--- src/rtl/serial_adder.sv ---
// Bit-serial adder/subtractor. A single full-adder slice and a carry flop consume
// the operands LSB-first, one bit per clock, behind a start/busy/done handshake.
module serial_adder #(
    parameter int WIDTH = 8
) (
    input  logic             clk,
    input  logic             rst_n,
    input  logic             start,
    input  logic             sub,
    input  logic [WIDTH-1:0] a,
    input  logic [WIDTH-1:0] b,
    input  logic             cin,
    output logic             busy,
    output logic             done,
    output logic [WIDTH-1:0] sum,
    output logic             cout,
    output logic             ovf
);

    localparam int CW = $clog2(WIDTH);
    localparam logic [CW-1:0] LAST_BIT = CW'(WIDTH - 1);

    typedef enum logic [1:0] {IDLE, SHIFT, DONE} state_t;

    state_t           state_q, state_d;
    logic [WIDTH-1:0] opa_q, opa_d;
    logic [WIDTH-1:0] opb_q, opb_d;
    logic [WIDTH-1:0] work_q, work_d;
    logic [CW-1:0]    cnt_q, cnt_d;
    logic             carry_q, carry_d;
    logic [WIDTH-1:0] sum_q, sum_d;
    logic             cout_q, cout_d;
    logic             ovf_q, ovf_d;

    logic             s_bit;
    logic             maj;

    assign s_bit = opa_q[0] ^ opb_q[0] ^ carry_q;
    assign maj   = (opa_q[0] & opb_q[0]) | (opa_q[0] & carry_q) | (opb_q[0] & carry_q);

    always_comb begin
        state_d = state_q;
        opa_d   = opa_q;
        opb_d   = opb_q;
        work_d  = work_q;
        cnt_d   = cnt_q;
        carry_d = carry_q;
        sum_d   = sum_q;
        cout_d  = cout_q;
        ovf_d   = ovf_q;
        case (state_q)
            IDLE: begin
                if (start) begin
                    // Subtraction is A + ~B + ~borrow: invert B and the incoming borrow.
                    opa_d   = a;
                    opb_d   = sub ? ~b : b;
                    carry_d = cin ^ sub;
                    cnt_d   = '0;
                    work_d  = '0;
                    state_d = SHIFT;
                end
            end
            SHIFT: begin
                carry_d = maj;
                opa_d   = {1'b0, opa_q[WIDTH-1:1]};
                opb_d   = {1'b0, opb_q[WIDTH-1:1]};
                work_d  = {s_bit, work_q[WIDTH-1:1]};
                cnt_d   = cnt_q + 1'b1;
                if (cnt_q == LAST_BIT) begin
                    // carry_q is the carry into the MSB; overflow is carry-in xor carry-out there.
                    sum_d   = {s_bit, work_q[WIDTH-1:1]};
                    cout_d  = maj;
                    ovf_d   = carry_q ^ maj;
                    state_d = DONE;
                end
            end
            DONE: begin
                state_d = IDLE;
            end
            default: begin
                state_d = IDLE;
            end
        endcase
    end

    always_ff @(posedge clk or negedge rst_n) begin
        if (!rst_n) begin
            state_q <= IDLE;
            opa_q   <= '0;
            opb_q   <= '0;
            work_q  <= '0;
            cnt_q   <= '0;
            carry_q <= 1'b0;
            sum_q   <= '0;
            cout_q  <= 1'b0;
            ovf_q   <= 1'b0;
        end else begin
            state_q <= state_d;
            opa_q   <= opa_d;
            opb_q   <= opb_d;
            work_q  <= work_d;
            cnt_q   <= cnt_d;
            carry_q <= carry_d;
            sum_q   <= sum_d;
            cout_q  <= cout_d;
            ovf_q   <= ovf_d;
        end
    end

    assign busy = (state_q == SHIFT);
    assign done = (state_q == DONE);
    assign sum  = sum_q;
    assign cout = cout_q;
    assign ovf  = ovf_q;

endmodule

--- config.mk ---
export PLATFORM = sky130hd
export DESIGN_NAME = serial_adder
export DESIGN_NICKNAME = d
export VERILOG_FILES = /design/src/rtl/serial_adder.sv
export SDC_FILE = /design/constraint.sdc
export NUM_CORES = 1
export LEC_CHECK = 0
export ABC_CLOCK_PERIOD_IN_PS = 2090
export BUFFER_PORTS_ARGS = -buffer_cell sky130_fd_sc_hd__buf_2
export CORE_ASPECT_RATIO = 0.5
export CORE_MARGIN = 3
export CORE_UTILIZATION = 55
export CTS_BUF_LIST = sky130_fd_sc_hd__clkbuf_2
export DETAILED_ROUTE_END_ITERATION = 6
export HOLD_SLACK_MARGIN = 0.08
export PLACE_DENSITY = 0.87
export SYNTH_ARGS = -nofsm -noshare
export SYNTH_HDL_FRONTEND = slang
export SYNTH_SLANG_ARGS = --single-unit
--- constraint.sdc ---
create_clock -name clk -period 2.09 [get_ports clk]
set_input_delay 0 -clock clk [delete_from_list [all_inputs] [get_ports clk]]
set_output_delay 0 -clock clk [all_outputs]
set_load 0.05 [all_outputs]
==> metrics.cfg, run 1 <==
[critical_path]
required_ns = 2.09
reg2reg_from = cnt_q[0]
cp_slowest_cell = dfrtp_1
crit_path_end_kind = primary output
worstRegToRegCells = 5
crit_path_start_kind = flip-flop
cp_max_fo = 19
critPathTopFamily = flip-flops
arrival_ns = 1.91
ff2ff_setup_slack_ns = 0.43
slowest_delay_ns = 0.75
path_cells = nor2b_4, buf_2
worstSetupPathType = flip-flop to primary output
critPathBufInv = 1
cp.depth = 2
reg2reg_to = cout

[cells_and_area]
num-fill-cells = 167
antenna_cells = 0
area_growth_pct = 26.4
drive_gt1_share_pct = 30.5
fin_nets = 213
layout_commonest_cell = dfrtp_1
finalInstanceArea_mm2 = 0.00213
final_cell_mix = 39 x dfrtp_1, 32 x buf_2, 20 x dlygate4sd3_1

[floorplanning]
start_util_pct = 61.3
num_io_pins = 33
coreArea_mm2 = 0.00275
fp.dieW_um = 84.3
fp.dieArea_mm2 = 0.00381
num_rows = 13
die_h_um = 45.1

[timing]
setup_viol = 0
final_hold_viol_count = 0
tns_ns = 0
rsz0062_at_grt = false
max_freq_ghz = 0.523
fin_crit_sh_pct = 91.5
tightest_slew_ns = 0.856
relSlewSlack_pct = 42.9
slew_violations = 0
clock-skew-final_ns = 0.0296
fin_crit_ns = 1.91
worst_hold_slack_ns = 0.0979

[place]
portBuffers = 32
gp_congestion = 0.733
placed_area_mm2 = 0.00186
hpwlAfterDp_um = 2150

[min_path]
min_to = opb_q[6]
hp-start = sub
worst_hold_path.num_cells = 3
hold_class = input port to flip-flop

[outcome]
status = finished clean

[clock_tree]
cts_num_sinks = 39
clk_latency_ns = 0.41
root_buffer = clkbuf_2
numCtsBuffers = 5
cts_tree = built
clk_pin_slew_ns = 0.18
cts_buffer_depth = 2
postCtsSetupBuffers = 0
htree_levels = 2

[logic_synthesis]
ys_types = 27
yosysTopAreaCell = dfrtp_1
ys_seq_elements = 39
syn_area_mm2 = 0.00169
synthFlopType = dfrtp_1
synth_area_leaders = dfrtp_1 58%, mux2_2 6.7%, xnor2_1 5.2%
ys_async_sr_fraction_pct = 100
synth_nets = 161
synth_edf_count = 0
yosysWarnings = 0
yosysTopAreaCellShare_pct = 57.9
yosysSeqAreaShare_pct = 57.9
postSynthAreaPerCell_um2 = 12.3
syn_inst = 137

[global_routing]
grt.overflow.total = 0
grt_pass1_wl_um = 5990
grt_pass1_vias = 1274
grt_util_met2_pct = 35.9
use_met1_pct = 25.7
grt_use_total_pct = 20.9
antenna_found_initial = 0
grtUsageMet3_pct = 6.19
grt_max_degree = 40
top_usage_layer = met2

[pwr]
p_seq_share_pct = 43.3
internal-power_mw = 1.74
vdd_ir_drop_max_uv = 898
p_sw_mw = 1.19
p_leak_nw = 1.01
clkPwrFrac_pct = 15.7
pwr-share-comb_pct = 41.0
power_switching_share_pct = 40.6
p_per_area_mw_per_mm2 = 1370

[route]
firstDrtPassIters = 4
wl_um = 3510
via_count = 1285
post_drt_via_cell_ratio = 5.66
first_iter_violations = 66
ant_nets = 0
wl_per_cell_um = 15.5
drcViolationCount = 0

[run]
max_cap_violations = 0

[worst register-to-register path, stage by stage (launching register included)]
cell      delay (ns)
dfrtp_1         0.43
ha_1            0.22
ha_1            0.22
nand3b_1        0.11
buf_4           0.22
mux2_2          0.36
[logic make-up (layout without fill, tap and decap cells)]
group	after synthesis	after routing	share of synthesized area [%]
buffers and inverters	12	65	3.93
XOR/XNOR	10	10	5.20
multiplexers	10	10	6.68
flip-flops	39	39	57.9
adder cells (fa/ha/maj)	3	3	2.67
AND/OR/NAND/NOR	27	27	7.35
AO/OA/AOI/OAI	36	36	16.3
[state kept, by name, indices dropped and copies added, names as in the netlist]
| register | flops |
|---|---|
| sum | 8 |
| work_q | 7 |
| opb_q | 8 |
| carry_q | 1 |
| opa_q | 8 |
| cnt_q | 3 |
| ovf | 1 |
| state_q | 2 |
| cout | 1 |
[synthesized netlist by cell type (all sizes together), types with 2 or more instances]
| library cell | instances |
|---|---|
| nand2 | 14 |
| o211ai | 5 |
| a22oi | 7 |
| ha | 2 |
| nand3 | 5 |
| buf | 6 |
| nor2 | 4 |
| mux2 | 10 |
| nor2b | 2 |
| dfrtp | 39 |
| xnor2 | 10 |
| clkbuf | 4 |
| inv | 2 |
| a22o | 9 |
| a221o | 3 |
| o21ai | 9 |
[layer usage]
metal  share of wire [%]  wire length [um]  vias to the layer above
met5                   0                 0                        -
met4                 1.2                42                        0
met3                 5.2               184                        6
met2                  51              1780                       39
met1                  43              1510                      646
li1                    -                 -                      594
[how the worst max path moves through the flow]
stage | startpoint | to | slack, ns
after floorplan | cnt_q[0] | cout | 0.56
after global placement | state_q[0] | busy | 0.51
after detailed placement | cnt_q[0] | sum[0] | 0.48
after CTS | state_q[0] | busy | 0.04
after global routing | state_q[0] | busy | 0.05
final | state_q[0] | busy | 0.18
[area by class of cell]
class	instances	area, um^2	area share, %
Sequential cell	39	976	45.8
Multi-Input combinational cell	86	648	30.4
Timing Repair Buffer	55	383	18.0
Tap cell	37	46.3	2.17
Clock inverter	3	43.8	2.06
Clock buffer	5	25.0	1.18
Inverter	2	7.51	0.353
[timing repair]
item,in CTS,in global routing
hold endpoints to repair,56,0
setup endpoints to repair,0,1
gates resized for setup,0,1
hold buffers,20,0
[stage by stage]
step / utilization, % / total power, mW / instances / setup WS [ns]
floorplan: - / 2.15 / 137 / 0.563
global placement: 67.5 / 2.36 / 199 / 0.512
detailed placement: 67.5 / 2.43 / 199 / 0.482
CTS: 77.3 / 2.91 / 227 / 0.0405
global route: 77.5 / 3.10 / 227 / 0.0516
finish: 77.5 / 2.93 / 227 / 0.177
[power by group through the flow]
stage	clock, mW	combinational, mW	sequential, mW
floorplan	0	0.674	1.48
global placement	0	1.11	1.25
detailed placement	0	1.16	1.27
CTS	0.467	1.19	1.26
global route	0.500	1.30	1.30
finish	0.460	1.20	1.27
Note: power is estimated with default switching activity, not from simulation.
==> run 2: changes to the inputs <==
--- a/config.mk
+++ b/config.mk
@@ -9,11 +9,10 @@
 export BUFFER_PORTS_ARGS = -buffer_cell sky130_fd_sc_hd__buf_2
 export CORE_ASPECT_RATIO = 0.5
 export CORE_MARGIN = 3
-export CORE_UTILIZATION = 55
-export CTS_BUF_LIST = sky130_fd_sc_hd__clkbuf_2
+export CORE_UTILIZATION = 53
 export DETAILED_ROUTE_END_ITERATION = 6
 export HOLD_SLACK_MARGIN = 0.08
-export PLACE_DENSITY = 0.87
+export PLACE_DENSITY = 0.84
 export SYNTH_ARGS = -nofsm -noshare
 export SYNTH_HDL_FRONTEND = slang
 export SYNTH_SLANG_ARGS = --single-unit
==> constraint.sdc (replaced) <==
create_clock -name clk -period 2.09 [get_ports clk]
set_input_delay 0.627 -clock clk [delete_from_list [all_inputs] [get_ports clk]]
set_output_delay 0.627 -clock clk [all_outputs]
set_load 0.05 [all_outputs]
==> metrics.cfg, run 2 (synthesis gave the netlist of run 1 again) <==
[outcome]
status = finished clean

[critical_path]
critPathBufInv = 1
required_ns = 1.46
cp_max_fo = 9
critPathTopFamily = flip-flops
worstRegToRegCells = 4
path_cells = nor2b_2, buf_2
worstSetupPathType = flip-flop to primary output
ff2ff_setup_slack_ns = 0.38
reg2reg_to = sum[6]
arrival_ns = 1.33
crit_path_start_kind = flip-flop
crit_path_end_kind = primary output
cp_slowest_cell = dfrtp_1
slowest_delay_ns = 0.52
reg2reg_from = cnt_q[0]

[route]
via_count = 1183
wl_met1_um = 1430
wl_um = 3160
wl_per_cell_um = 15.0
topRoutingLayerUsed = met4
wl_met3_um = 140
post_drt_via_cell_ratio = 5.63
dr_wl_met2_um = 1510
ant_nets = 0
firstDrtPassIters = 4
drcViolationCount = 0
first_iter_violations = 44

[pwr]
power_switching_share_pct = 40.1
p_per_area_mw_per_mm2 = 1490
vdd_ir_drop_max_uv = 725
p_leak_nw = 0.941
internal-power_mw = 1.75
p_seq_share_pct = 42.9
p_sw_mw = 1.17
pwr-share-comb_pct = 40.3
clkPwrFrac_pct = 16.8

[cells_and_area]
layout_commonest_cell = dfrtp_1
fin_nets = 196
finalInstanceArea_mm2 = 0.00196
drive_gt1_share_pct = 35.8
num-fill-cells = 206
final_cell_mix = 38 x dfrtp_1, 32 x buf_2, 14 x nand2_1
antenna_cells = 0
area_growth_pct = 16.5

[clock_tree]
htree_levels = 2
cts_tree = built
clk_latency_ns = 0.29
cts_num_sinks = 39
root_buffer = clkbuf_8
numCtsBuffers = 5
cts_buffer_depth = 2
clk_pin_slew_ns = 0.08
postCtsSetupBuffers = 0

[global_routing]
antenna_found_initial = 0
grt_use_total_pct = 18.9
grt_pass1_wl_um = 5440
grt.overflow.total = 0
grt_max_degree = 20
grt_pass1_vias = 1241

[timing]
rsz0062_at_grt = false
setup_viol = 0
clock-skew-final_ns = 0.00498
final_hold_viol_count = 0
tightest_slew_ns = 0.563
max_freq_ghz = 0.511
slew_violations = 0
fin_crit_sh_pct = 93.6
relSlewSlack_pct = 62.3
fin_crit_ns = 1.96
tns_ns = 0

[place]
hpwlAfterDp_um = 2250
placed_area_mm2 = 0.00188
gp_congestion = 0.783
portBuffers = 32

[floorplanning]
fp.dieW_um = 85.8
die_h_um = 45.9
fp.dieArea_mm2 = 0.00393
start_util_pct = 60.2
num_rows = 13
num_io_pins = 33
coreArea_mm2 = 0.00280

[min_path]
hold_class = input port to asynchronous set/reset pin

[run]
max_cap_violations = 0

## run 2: cell types whose count changed in the layout (fill, tap and decap cells not counted)
cell / before / now
clkinv_2: 1 / 3
clkbuf_8: 0 / 5
dlygate4sd3_1: 20 / 0
dfrtp_2: 0 / 1
clkbuf_2: 5 / 0
buf_4: 3 / 6
clkinv_4: 1 / 0
bufinv_16: 1 / 0
dfrtp_1: 39 / 38
nor2b_2: 0 / 1
nor2b_4: 1 / 0
## run 2: metal layers
metal | track usage [%] | vias to the layer above
met5 | 0 | -
met4 | 9.78 | 0
met3 | 6.32 | 8
met2 | 32.1 | 32
met1 | 22.0 | 587
li1 | - | 556
## run 2: repair_timing
item	4_1_cts	5_1_grt
endpoints found under the setup margin	0	1
hold buffers	0	0
gates resized for setup	0	1
## run 2: layout make-up
| cell class | instances | area (um^2) | share of cell area [%] |
|---|---|---|---|
| Timing Repair Buffer | 38 | 205 | 10.5 |
| Multi-Input combinational cell | 86 | 643 | 32.8 |
| Inverter | 2 | 7.51 | 0.382 |
| Clock inverter | 3 | 15.0 | 0.765 |
| Sequential cell | 39 | 977 | 49.8 |
| Clock buffer | 5 | 68.8 | 3.51 |
| Tap cell | 37 | 46.3 | 2.36 |
## run 2: worst max-delay path by stage
stage	from	endpoint	slack [ns]	cells after the start
6_report	state_q[0]	busy	0.13	2
3_5_place_dp	state_q[1]	done	0.36	3
4_1_cts	state_q[1]	done	0.04	3
3_3_place_gp	state_q[1]	done	0.39	3
5_1_grt	state_q[0]	busy	0.07	2
2_1_floorplan	state_q[0]	done	0.13	3
## run 2: power by group through the flow
stage	combinational, mW	clock (mW)	sequential, mW
after floorplan	0.674	0	1.48
after global placement	1.14	0	1.24
after detailed placement	1.19	0	1.26
after CTS	1.19	0.499	1.25
after global routing	1.29	0.541	1.29
final	1.18	0.491	1.25
## run 2: worst register-to-register path, cell delays in order (launching register included)
cell      delay, ns
dfrtp_1        0.39
ha_1           0.20
ha_1           0.19
nand3b_1       0.42
mux2_2         0.40
## run 2: through the flow
stage / worst slack (ns) / instances / power (mW) / util (%) / hold slack (ns)
after detailed placement: 0.364 / 202 / 2.45 / 67.1 / 0.475
after global placement: 0.390 / 202 / 2.39 / 67.1 / 0.461
final: 0.133 / 210 / 2.92 / 70.2 / 0.259
after floorplan: 0.128 / 137 / 2.15 / - / 0.331
after global routing: 0.0681 / 210 / 3.12 / 70.2 / 0.281
after CTS: 0.0420 / 210 / 2.94 / 70.1 / 0.271
